### config.mk
export PLATFORM = sky130hd
export DESIGN_NAME = pe_stg_mc
export DESIGN_NICKNAME = d
export VERILOG_FILES = /design/src/rtl/pe_pkg.sv /design/src/rtl/delay_chain.sv /design/src/rtl/pe_lane.sv /design/src/rtl/pe_stg_mc.sv
export SDC_FILE = /design/constraint.sdc
export NUM_CORES = 2
export LEC_CHECK = 0
export CORE_UTILIZATION = 52
export DETAILED_ROUTE_END_ITERATION = 10
export GPL_TIMING_DRIVEN = 0
export PLACE_DENSITY_LB_ADDON = 0.15
export SYNTH_ARGS = -nofsm -noshare
export SYNTH_HDL_FRONTEND = slang
export SYNTH_SLANG_ARGS = --single-unit
export TNS_END_PERCENT = 1
### constraint.sdc
create_clock -name clk -period 6.2 [get_ports clk]
set_clock_uncertainty 0.15 [all_clocks]
set_input_delay 1.24 -clock clk [delete_from_list [all_inputs] [get_ports clk]]
set_output_delay 1.24 -clock clk [all_outputs]
set_load 0.005 [all_outputs]
### src/rtl/pe_pkg.sv
// pe_pkg: shared modes, FSM states, bf16 unpack record and lane slicing helper
package pe_pkg;
  typedef enum logic [1:0] {MODE_MM = 2'b00, MODE_FPU = 2'b10} mode_e;
  typedef enum logic {S_IDLE = 1'b0, S_ACC = 1'b1} state_e;
  localparam logic [8:0] BF16_BIAS = 9'd127;
  localparam int FP_W = 20;
  typedef struct packed {
    logic [1:0] pad;
    logic [8:0] exp_unb;
    logic [8:0] man;
  } fp_unpack_t;
  function automatic int lane_lsb(input int lane, input int width);
    return lane * width;
  endfunction
endpackage

### src/rtl/delay_chain.sv
// delay_chain: DEPTH-stage register pipeline with synchronous flush
module delay_chain #(
  parameter int WIDTH = 1,
  parameter int DEPTH = 1
) (
  input  logic             clk,
  input  logic             rst_n,
  input  logic             clr,
  input  logic [WIDTH-1:0] d,
  output logic [WIDTH-1:0] q
);
  logic [WIDTH-1:0] r_pipe [DEPTH];
  always_ff @(posedge clk or negedge rst_n) begin
    if (!rst_n) r_pipe <= '{default: '0};
    else if (clr) r_pipe <= '{default: '0};
    else begin
      r_pipe[0] <= d;
      for (int i = 1; i < DEPTH; i++) r_pipe[i] <= r_pipe[i-1];
    end
  end
  assign q = r_pipe[DEPTH-1];
endmodule

### src/rtl/pe_lane.sv
// pe_lane: one lane - weight select, pipelined signed multiply, saturating accumulate, bf16 unpack
module pe_lane import pe_pkg::*; #(
  parameter int DATA_W  = 8,
  parameter int ACC_W   = 32,
  parameter int MUL_LAT = 2
) (
  input  logic              clk,
  input  logic              rst_n,
  input  logic              clr_in,
  input  logic              mm_in,
  input  logic              fp_in,
  input  logic              y_sel_in,
  input  logic [DATA_W-1:0] left_in,
  input  logic [15:0]       slot_in,
  input  logic              ex_v_in,
  input  logic              ex_last_in,
  output logic [ACC_W-1:0]  res_out,
  output logic              sat_out,
  output logic [FP_W-1:0]   fp_out
);
  localparam int P_W = 2 * DATA_W;
  logic [DATA_W-1:0] w_wt;
  logic [P_W-1:0]    w_prod, w_pexit;
  logic [ACC_W:0]    w_sum;
  logic              w_ovf;
  logic [ACC_W-1:0]  r_acc;
  fp_unpack_t        w_fp;
  logic [FP_W-1:0]   w_fp_bits;
  assign w_wt   = y_sel_in ? slot_in[2*DATA_W-1:DATA_W] : slot_in[DATA_W-1:0];
  assign w_prod = mm_in ? $signed({{DATA_W{left_in[DATA_W-1]}}, left_in}) *
                          $signed({{DATA_W{w_wt[DATA_W-1]}}, w_wt}) : '0;
  delay_chain #(.WIDTH(P_W), .DEPTH(MUL_LAT)) u_mul (
    .clk(clk), .rst_n(rst_n), .clr(clr_in), .d(w_prod), .q(w_pexit)
  );
  // one guard bit: overflow shows as disagreement between the top two sum bits
  assign w_sum   = {r_acc[ACC_W-1], r_acc} + {{(ACC_W + 1 - P_W){w_pexit[P_W-1]}}, w_pexit};
  assign w_ovf   = w_sum[ACC_W] ^ w_sum[ACC_W-1];
  assign res_out = w_ovf ? {w_sum[ACC_W], {(ACC_W-1){~w_sum[ACC_W]}}} : w_sum[ACC_W-1:0];
  assign sat_out = ex_v_in && w_ovf;
  always_ff @(posedge clk or negedge rst_n) begin
    if (!rst_n) r_acc <= '0;
    else if (clr_in) r_acc <= '0;
    else if (ex_v_in) r_acc <= ex_last_in ? '0 : res_out;
  end
  assign w_fp = '{
    pad:     2'b00,
    exp_unb: {1'b0, slot_in[14:7]} - BF16_BIAS,
    man:     slot_in[14:7] == 8'd0 ? 9'd0 :
             slot_in[15] ? ~{2'b01, slot_in[6:0]} + 9'd1 : {2'b01, slot_in[6:0]}
  };
  assign w_fp_bits = fp_in ? w_fp : '0;
  delay_chain #(.WIDTH(FP_W), .DEPTH(MUL_LAT + 1)) u_fp (
    .clk(clk), .rst_n(rst_n), .clr(1'b0), .d(w_fp_bits), .q(fp_out)
  );
endmodule

### src/rtl/pe_stg_mc.sv
// pe_stg_mc: multi-lane int8 MM / bf16 unpack PE stage with auto tile capture and result drain chain
module pe_stg_mc import pe_pkg::*; #(
  parameter int LANES   = 4,
  parameter int DATA_W  = 8,
  parameter int ACC_W   = 32,
  parameter int MUL_LAT = 2,
  parameter int K_W     = 16
) (
  input  logic                   clk,
  input  logic                   rst_n,
  input  logic [1:0]             mode_in,
  input  logic                   valid_in,
  input  logic                   y_sel_in,
  input  logic [K_W-1:0]         k_len_in,
  input  logic                   drain_in,
  input  logic                   clr_in,
  input  logic [DATA_W-1:0]      left_in,
  output logic [DATA_W-1:0]      right_out,
  output logic                   right_valid_out,
  input  logic [LANES*ACC_W-1:0] top_in,
  output logic [LANES*ACC_W-1:0] bottom_out,
  output logic                   res_valid_out,
  output logic [LANES*FP_W-1:0]  fp_out,
  output logic                   fp_valid_out,
  output logic                   sat_out,
  output logic                   ovr_out
);
  localparam int BUS_W = LANES * ACC_W;
  state_e           r_state;
  logic [K_W-1:0]   r_cnt, r_klen, w_cnt_nx, w_k;
  logic             w_mm_v, w_fp_v, w_last, w_ex_v, w_ex_last, w_cap, w_wr, w_ovr;
  logic [1:0]       w_tag_q;
  logic [LANES-1:0] w_sat;
  logic [BUS_W-1:0] w_res, r_res, r_hold, r_bottom;
  logic [DATA_W-1:0] r_right;
  logic             r_right_v, r_hold_v, r_res_v, r_sat, r_ovr;
  assign w_mm_v   = valid_in && mode_in == MODE_MM;
  assign w_fp_v   = valid_in && mode_in == MODE_FPU;
  assign w_k      = r_state == S_IDLE ? (k_len_in == '0 ? K_W'(1) : k_len_in) : r_klen;
  assign w_cnt_nx = r_state == S_IDLE ? K_W'(1) : r_cnt + K_W'(1);
  assign w_last   = w_mm_v && w_cnt_nx == w_k;
  always_ff @(posedge clk or negedge rst_n) begin
    if (!rst_n) begin
      r_state <= S_IDLE;
      r_cnt   <= '0;
      r_klen  <= '0;
    end else if (clr_in) begin
      r_state <= S_IDLE;
      r_cnt   <= '0;
      r_klen  <= '0;
    end else if (w_mm_v) begin
      r_state <= w_last ? S_IDLE : S_ACC;
      r_cnt   <= w_cnt_nx;
      r_klen  <= w_k;
    end
  end
  delay_chain #(.WIDTH(2), .DEPTH(MUL_LAT)) u_tag (
    .clk(clk), .rst_n(rst_n), .clr(clr_in), .d({w_mm_v, w_last}), .q(w_tag_q)
  );
  assign w_ex_v    = w_tag_q[1];
  assign w_ex_last = w_tag_q[0];
  delay_chain #(.WIDTH(1), .DEPTH(MUL_LAT + 1)) u_fpv (
    .clk(clk), .rst_n(rst_n), .clr(1'b0), .d(w_fp_v), .q(fp_valid_out)
  );
  for (genvar l = 0; l < LANES; l++) begin : g_lane
    pe_lane #(.DATA_W(DATA_W), .ACC_W(ACC_W), .MUL_LAT(MUL_LAT)) u_lane (
      .clk(clk), .rst_n(rst_n), .clr_in(clr_in), .mm_in(w_mm_v), .fp_in(w_fp_v),
      .y_sel_in(y_sel_in), .left_in(left_in), .slot_in(top_in[lane_lsb(l, ACC_W) +: 16]),
      .ex_v_in(w_ex_v), .ex_last_in(w_ex_last), .res_out(w_res[lane_lsb(l, ACC_W) +: ACC_W]),
      .sat_out(w_sat[l]), .fp_out(fp_out[lane_lsb(l, FP_W) +: FP_W])
    );
  end
  // a capture colliding with drain parks in r_hold and lands on the next non-drain cycle
  assign w_cap = w_ex_v && w_ex_last && !clr_in;
  assign w_wr  = !drain_in && (w_cap || r_hold_v);
  assign w_ovr = drain_in ? w_cap && r_hold_v : w_wr && (r_res_v || (w_cap && r_hold_v));
  always_ff @(posedge clk or negedge rst_n) begin
    if (!rst_n) begin
      r_right   <= '0;
      r_right_v <= 1'b0;
      r_bottom  <= '0;
      r_res     <= '0;
      r_res_v   <= 1'b0;
      r_hold    <= '0;
      r_hold_v  <= 1'b0;
      r_sat     <= 1'b0;
      r_ovr     <= 1'b0;
    end else begin
      r_right   <= left_in;
      r_right_v <= valid_in;
      r_bottom  <= drain_in ? r_res : top_in;
      r_res     <= drain_in ? top_in : w_cap ? w_res : r_hold_v ? r_hold : r_res;
      r_res_v   <= !drain_in && (w_wr || r_res_v);
      r_hold    <= drain_in && w_cap ? w_res : r_hold;
      r_hold_v  <= drain_in && (w_cap || r_hold_v);
      r_sat     <= !clr_in && (r_sat || |w_sat);
      r_ovr     <= !clr_in && (r_ovr || w_ovr);
    end
  end
  assign right_out       = r_right;
  assign right_valid_out = r_right_v;
  assign bottom_out      = drain_in ? r_res : r_bottom;
  assign res_valid_out   = r_res_v;
  assign sat_out         = r_sat;
  assign ovr_out         = r_ovr;
endmodule
; Yosys cells after proc, flatten, opt, wreduce, memory -nomap -nowiden
; Cells that the tools add are included.
[totals]
register_bits = 933
in_bits = 160
out_inout_bits = 221
wordCells = 163
[classes]
add_sub_neg = 13
multipliers = 4
eq_ne = 2
n_mux = 57
bitwise_logic = 12
n_reduce_logical = 34
[op_table]
columns = op, count
row1 = two-way mux 128 bit, 5
row2 = two-way mux 32 bit, 20
row3 = two-way mux 16 bit, 11
row4 = adder 32 x 16 -> 33 bit, 4
row5 = two-way mux 18 bit, 4
row6 = two-way mux 9 bit, 8
row7 = multiplier 8 x 8 -> 16 bit, 4
row8 = adder 9 x 1 -> 9 bit (second input constant), 4
row9 = inverter 8 -> 9 bit, 4
row10 = subtractor 8 x 7 -> 9 bit (second input constant), 4
row11 = zero test 8 bit, 4
row12 = two-way mux 8 bit, 4
row13 = logical AND 1 bit, 17
row14 = adder 16 x 1 -> 16 bit (second input constant), 1
row15 = == test 16 bit, 1
row16 = zero test 16 bit, 1
row17 = logical OR 1 bit, 5
row18 = two-way mux 1 bit, 4
row19 = two-way mux 4 bit, 1
row20 = inverter 1 bit, 4
row21 = nonzero test 2 bit, 2
row22 = OR reduction 4 bit, 1
row23 = XOR 1 bit, 4
row24 = nonzero test 3 bit, 1
row25 = 3 further kinds, 4

; Depth between registers and ports, before layout
[depth]
ltp_word = 8
mapped_depth = 24
ltp_nobuf = 22

; By module
; From an unflattened synthesis, not the netlist that was laid out.
[hier_totals]
hier_cells = 6272
area_unflattened_um2 = 59141.7
[modules_own_cells]
columns = module, n_inst, cells_each, area_each_um2
row1 = pe_stg_mc, 1, 2241, 20588.5
row2 = delay_chain (g_lane[0].u_lane.u_fp ...), 4, 146, 2057.0
row3 = pe_lane (g_lane[3].u_lane), 1, 788, 6490.0
row4 = pe_lane (g_lane[2].u_lane), 1, 771, 6401.1
row5 = pe_lane (g_lane[1].u_lane), 1, 778, 6348.6
row6 = pe_lane (g_lane[0].u_lane), 1, 762, 6277.3
row7 = delay_chain (g_lane[0].u_lane.u_mul ...), 4, 83, 1143.6
row8 = delay_chain (u_tag), 1, 10, 140.1
row9 = delay_chain (u_fpv), 1, 6, 93.8

; Worst setup path after synthesis
; OpenSTA, ideal clock, no wires.
[synth_path]
path_kind = input to register
start = in y_sel_in
end = reg g_lane[1].u_lane.u_mul.r_pipe[31] (netlist name)
arrival_time_ns = 6.386
setup_slack_ns = -0.466
stages = 22
n_path_buf = 2
cell_sequence = clkbuf_1 -> clkbuf_1 -> mux2i_1 -> nor2b_1 -> fa_1 -> inv_1 -> fa_1 -> inv_1 -> fa_1 -> inv_1 -> fa_1 -> inv_1 -> ha_1 -> inv_1 -> o21bai_1 -> a21oi_1 -> nor2b_1 -> o21a_1 -> o31a_1 -> o41ai_1 -> xnor2_1 -> nor2_1
[synth_via]
elab_chain_cells = 4
[synth_lines]
columns = element, line_no
row1 = start: declaration, pe_stg_mc.sv:13  ; input logic y_sel_in,
row2 = two-way mux 8 bit, pe_lane.sv:29  ; assign w_wt = y_sel_in ? slot_in[2*DATA_W-1:DATA_W] : slot_in[DATA_W-1:0];
row3 = multiplier 8 x 8 -> 16 bit, pe_lane.sv:30  ; assign w_prod = mm_in ? $signed({{DATA_W{left_in[DATA_W-1]}}, left_in}) *
row4 = two-way mux 16 bit, pe_lane.sv:30
row5 = two-way mux 32 bit, delay_chain.sv:15  ; else if (clr) r_pipe <= '{default: '0};
row6 = end: declaration, delay_chain.sv:12  ; logic [WIDTH-1:0] r_pipe [DEPTH];
; Every way passes these cells.
; A chain may end at the register's enable or synchronous reset.

; Worst setup path in the final report
[layout_path]
start = in top_in[99]
end = reg g_lane[3].u_lane.u_mul.r_pipe[31] (netlist name)
[layout_via]
elab_chain_cells = 4
[layout_lines]
columns = element, line_no
row1 = start: declaration, pe_stg_mc.sv:20  ; input logic [LANES*ACC_W-1:0] top_in,
row2 = two-way mux 8 bit, pe_lane.sv:29
row3 = multiplier 8 x 8 -> 16 bit, pe_lane.sv:30
row4 = two-way mux 16 bit, pe_lane.sv:30
row5 = two-way mux 32 bit, delay_chain.sv:15
row6 = end: declaration, delay_chain.sv:12
; Every way passes these cells.

==> impl_metrics.json <==
{
  "run_status": "completed",
  "worst_r2r_startpoint": "g_lane[2].u_lane.u_mul.q[15]$_DFF_PN0_",
  "regToRegSetupSlack_ns": 0.97,
  "clkTransAtPathRegs_ns": 0.07,
  "via_per_inst": 5.74,
  "cts_tree": "done",
  "syn_inst": 5739,
  "grt_overflow": 0,
  "rsz0062_at_grt": "yes",
  "cts_root_buffer": "clkbuf_16",
  "critical_path.startpoint_type": "primary input",
  "setup_ws_ns": 0.189,
  "endpoint_kind": "register",
  "fmax_mhz": 166,
  "first_pass_iters": 6,
  "critPathKind": "primary input to register",
  "core_um2": 102000,
  "grt_util_met2_pct": 49.5,
  "hold_buffers": 0,
  "ys_ff_latch": 909,
  "rows": 117,
  "via_count": 44100,
  "critPathArrivalTime_ns": 6.39,
  "hold_viol": 0,
  "synthesis.area_um2": 54100,
  "synthAdderAreaFrac_pct": 14.4,
  "grt_pass1_vias": 43500,
  "synth_seq_area_share_pct": 42.0,
  "synth_compound_gate_area_share_pct": 17.0,
  "gr-max-usage-layer": "met2",
  "io_buffers": 363,
  "ir_drop_v": 0.000486,
  "num-fill-cells": 8703,
  "ant_nets": 0,
  "final_area_um2": 63800,
  "hold_depth": 0,
  "drive_gt1_share_pct": 7.01,
  "drtIter0Drc": 4240,
  "finalSetupViolations": 0,
  "ff2ff_path_depth": 12,
  "start_util_pct": 52.8,
  "synth-edff-count": 0,
  "num-nets-final": 6879,
  "synthMuxAreaShare_pct": 1.32,
  "synth.avg_cell_area_um2": 9.43,
  "synthArstFlopShare_pct": 100,
  "cts-htree-levels": 3,
  "worst_pin_slew_ns": 1.48,
  "grt_first_pass_wirelength_um": 265000,
  "period_share_pct": 96.9,
  "cap_viol_max_count": 0,
  "routed_wl_um": 174000,
  "io_pins": 381,
  "cts_sinks": 909,
  "hp-start": "g_lane[2].u_lane.u_fp.r_pipe[57]$_DFF_PN0_",
  "p_leak_nw": 30.1,
  "die_w_um": 325,
  "total_power_mw": 18.0,
  "reg2reg_to": "r_res[80]$_DFFE_PN0P_",
  "drc": 0,
  "tns_ns": 0,
  "gp_congestion": 0.988,
  "area_growth_pct": 17.9,
  "layout_min_cycle_time_ns": 6.01,
  "power.density_nw_per_um2": 282,
  "slew-limit-headroom_pct": 1.30,
  "die_area_um2": 105000,
  "maxSlewViolCount": 0,
  "post_dp_cell_area_um2": 59800,
  "numCtsBuffers": 99,
  "globalRouteMet3Util_pct": 7.03,
  "clock_latency_ns": 0.71,
  "grt_use_total_pct": 32.9,
  "synthSimpleGateAreaFrac_pct": 13.6,
  "synth_top_family_by_area": "compound AO/OA/AOI/OAI gates",
  "worstPathRequired_ns": 6.58,
  "yosysWarnings": 0,
  "hold_end": "g_lane[2].u_lane.u_fp.r_pipe[37]$_DFF_PN0_",
  "antenna_found_initial": 2,
  "grt_max_degree": 126,
  "hold_path_class": "register to register",
  "grtUsageMet1_pct": 46.6,
  "place_ws_ns": -2.09,
  "synth.distinct_cells": 89,
  "synth_xor_area_share_pct": 3.93,
  "clk_path_buf_depth": 3,
  "dp_hpwl_um": 132000,
  "die_y_um": 325,
  "synth_top_flop_cell": "dfrtp_1",
  "routedWlPerCell_um": 22.6,
  "crit_fanout": 8
}
==> routing by layer <==
layer / vias to the layer above / wire (µm)
li1: 20100 / -
met1: 22000 / 75800
met2: 1666 / 77100
met3: 296 / 14100
met4: 0 / 7100
met5: - / 0
==> registers in the layout, summed over array words and instances (netlist names), 16 cells and up <==
register	flops
r_res	128
r_bottom	128
r_hold	128
g_lane.u_lane.r_acc	128
r_cnt	16
g_lane.u_lane.u_mul.q	64
g_lane.u_lane.u_fp.q	72
g_lane.u_lane.u_fp.r_pipe	144
r_klen	16
g_lane.u_lane.u_mul.r_pipe	64
==> what timing repair did <==
action                     4_1_cts  5_1_grt
setup endpoints to repair      147       28
resized for setup               51       83
pin swaps                        0        3
buffers inserted                 0       19
==> logic make-up after synthesis <==
| family | Yosys count |
|---|---|
| AND/OR/NAND/NOR | 1563 |
| AO/OA/AOI/OAI | 1443 |
| buffers and inverters | 1024 |
| flip-flops | 909 |
| adder cells (fa/ha/maj) | 488 |
| XOR/XNOR | 242 |
| multiplexers | 69 |
| other | 1 |
==> layout make-up <==
cell class / instances / area (µm²) / share of cell area (%)
clock buffer: 145 / 2890 / 4.53
timing repair buffer: 391 / 4100 / 6.43
sequential: 909 / 22700 / 35.7
buffer: 379 / 1860 / 2.92
multi-input combinational: 3813 / 27600 / 43.2
inverter: 645 / 2430 / 3.81
tap: 1368 / 1710 / 2.68
antenna: 2 / 5.00 / 0.00784
clock inverter: 36 / 499 / 0.782
==> power by group <==
part	switching [mW]	leakage [nW]	internal, mW
Sequential	0.145	12.0	6.21
Combinational	3.08	16.4	2.33
Clock	2.55	1.67	3.66
Total	5.77	30.1	12.2
==> worst max-delay path, cell delays in order <==
cell and delay [ns]:
clkdlybuf4s50_1 0.42, inv_1 0.33, o21ai_2 0.22, and2_1 0.22
fa_1 0.49, inv_1 0.05, fa_1 0.54, inv_1 0.05
fa_1 0.48, inv_1 0.05, fa_1 0.47, inv_1 0.04
ha_1 0.27, inv_1 0.12, o21bai_1 0.09, a21oi_1 0.22
nor2b_1 0.08, o21a_1 0.19, o31a_1 0.26, o41ai_1 0.31
xnor2_1 0.17, nor2_1 0.06
==> per-stage QoR <==
step / utilization [%] / std cells / hold slack (ns)
detailed placement: 58.3 / 7486 / 0.185
finish: 62.3 / 7688 / 0.189
global placement: 58.1 / 7477 / 0.181
global route: 62.3 / 7687 / 0.197
floorplan: - / 5746 / 0.181
CTS: 61.9 / 7667 / 0.194
==> synthesized netlist by cell type, types with 19 or more instances <==
master / n / area [µm²]
ha_1: 257 / 3220
o21a_1: 29 / 218
a22o_1: 43 / 377
a221oi_1: 89 / 780
nand2b_1: 44 / 275
nand4_1: 28 / 175
and2_1: 86 / 538
mux2i_1: 54 / 541
o21ai_0: 591 / 2960
nand3_1: 54 / 270
fa_1: 224 / 4480
o21ai_1: 21 / 105
inv_1: 644 / 2420
o31ai_1: 23 / 173
o21bai_1: 41 / 308
nor3_1: 48 / 240
a21oi_1: 277 / 1390
nor2b_1: 307 / 1920
dfrtp_1: 909 / 22700
xnor2_1: 176 / 1540
buf_2: 23 / 115
a21o_1: 58 / 435
a31oi_1: 19 / 119
xor2_1: 65 / 569
clkbuf_1: 264 / 991
nand2_1: 641 / 2410
nor2_1: 286 / 1070
a2111oi_0: 99 / 867
buf_4: 82 / 616
a211oi_1: 27 / 203
==> cell usage in the layout, fill, tap and decap left out, types with 28 or more instances in the layout <==
cell / instances
a21o_1: 58
clkbuf_1: 256
a21oi_1: 276
o21a_1: 29
inv_1: 640
xor2_1: 65
xnor2_1: 176
o21bai_1: 41
a221oi_1: 89
and2_1: 86
nand2_1: 641
nor2b_1: 307
a22o_1: 43
mux2i_1: 34
nand2b_1: 44
nand4_1: 28
clkdlybuf4s50_1: 347
dfrtp_1: 909
nand3_1: 54
o21ai_0: 591
fa_1: 224
buf_4: 98
nor2_1: 285
nor3_1: 48
ha_1: 257
a2111oi_0: 99
clkbuf_16: 101
==> how the worst max path moves through the flow <==
stage                                                              to  startpoint  depth (start not counted)
after floorplan           g_lane[1].u_lane.u_mul.r_pipe[31]$_DFF_PN0_    y_sel_in                         22
after global placement                          r_cnt[12]$_DFFE_PN0P_       rst_n                          1
after detailed placement                               bottom_out[39]    drain_in                          9
after CTS                 g_lane[2].u_lane.u_mul.r_pipe[31]$_DFF_PN0_  top_in[66]                         21
after global routing      g_lane[0].u_lane.u_mul.r_pipe[30]$_DFF_PN0_   top_in[2]                         23
final                     g_lane[3].u_lane.u_mul.r_pipe[31]$_DFF_PN0_  top_in[99]                         22
No activity file was read; power rests on OpenSTA's default activity.
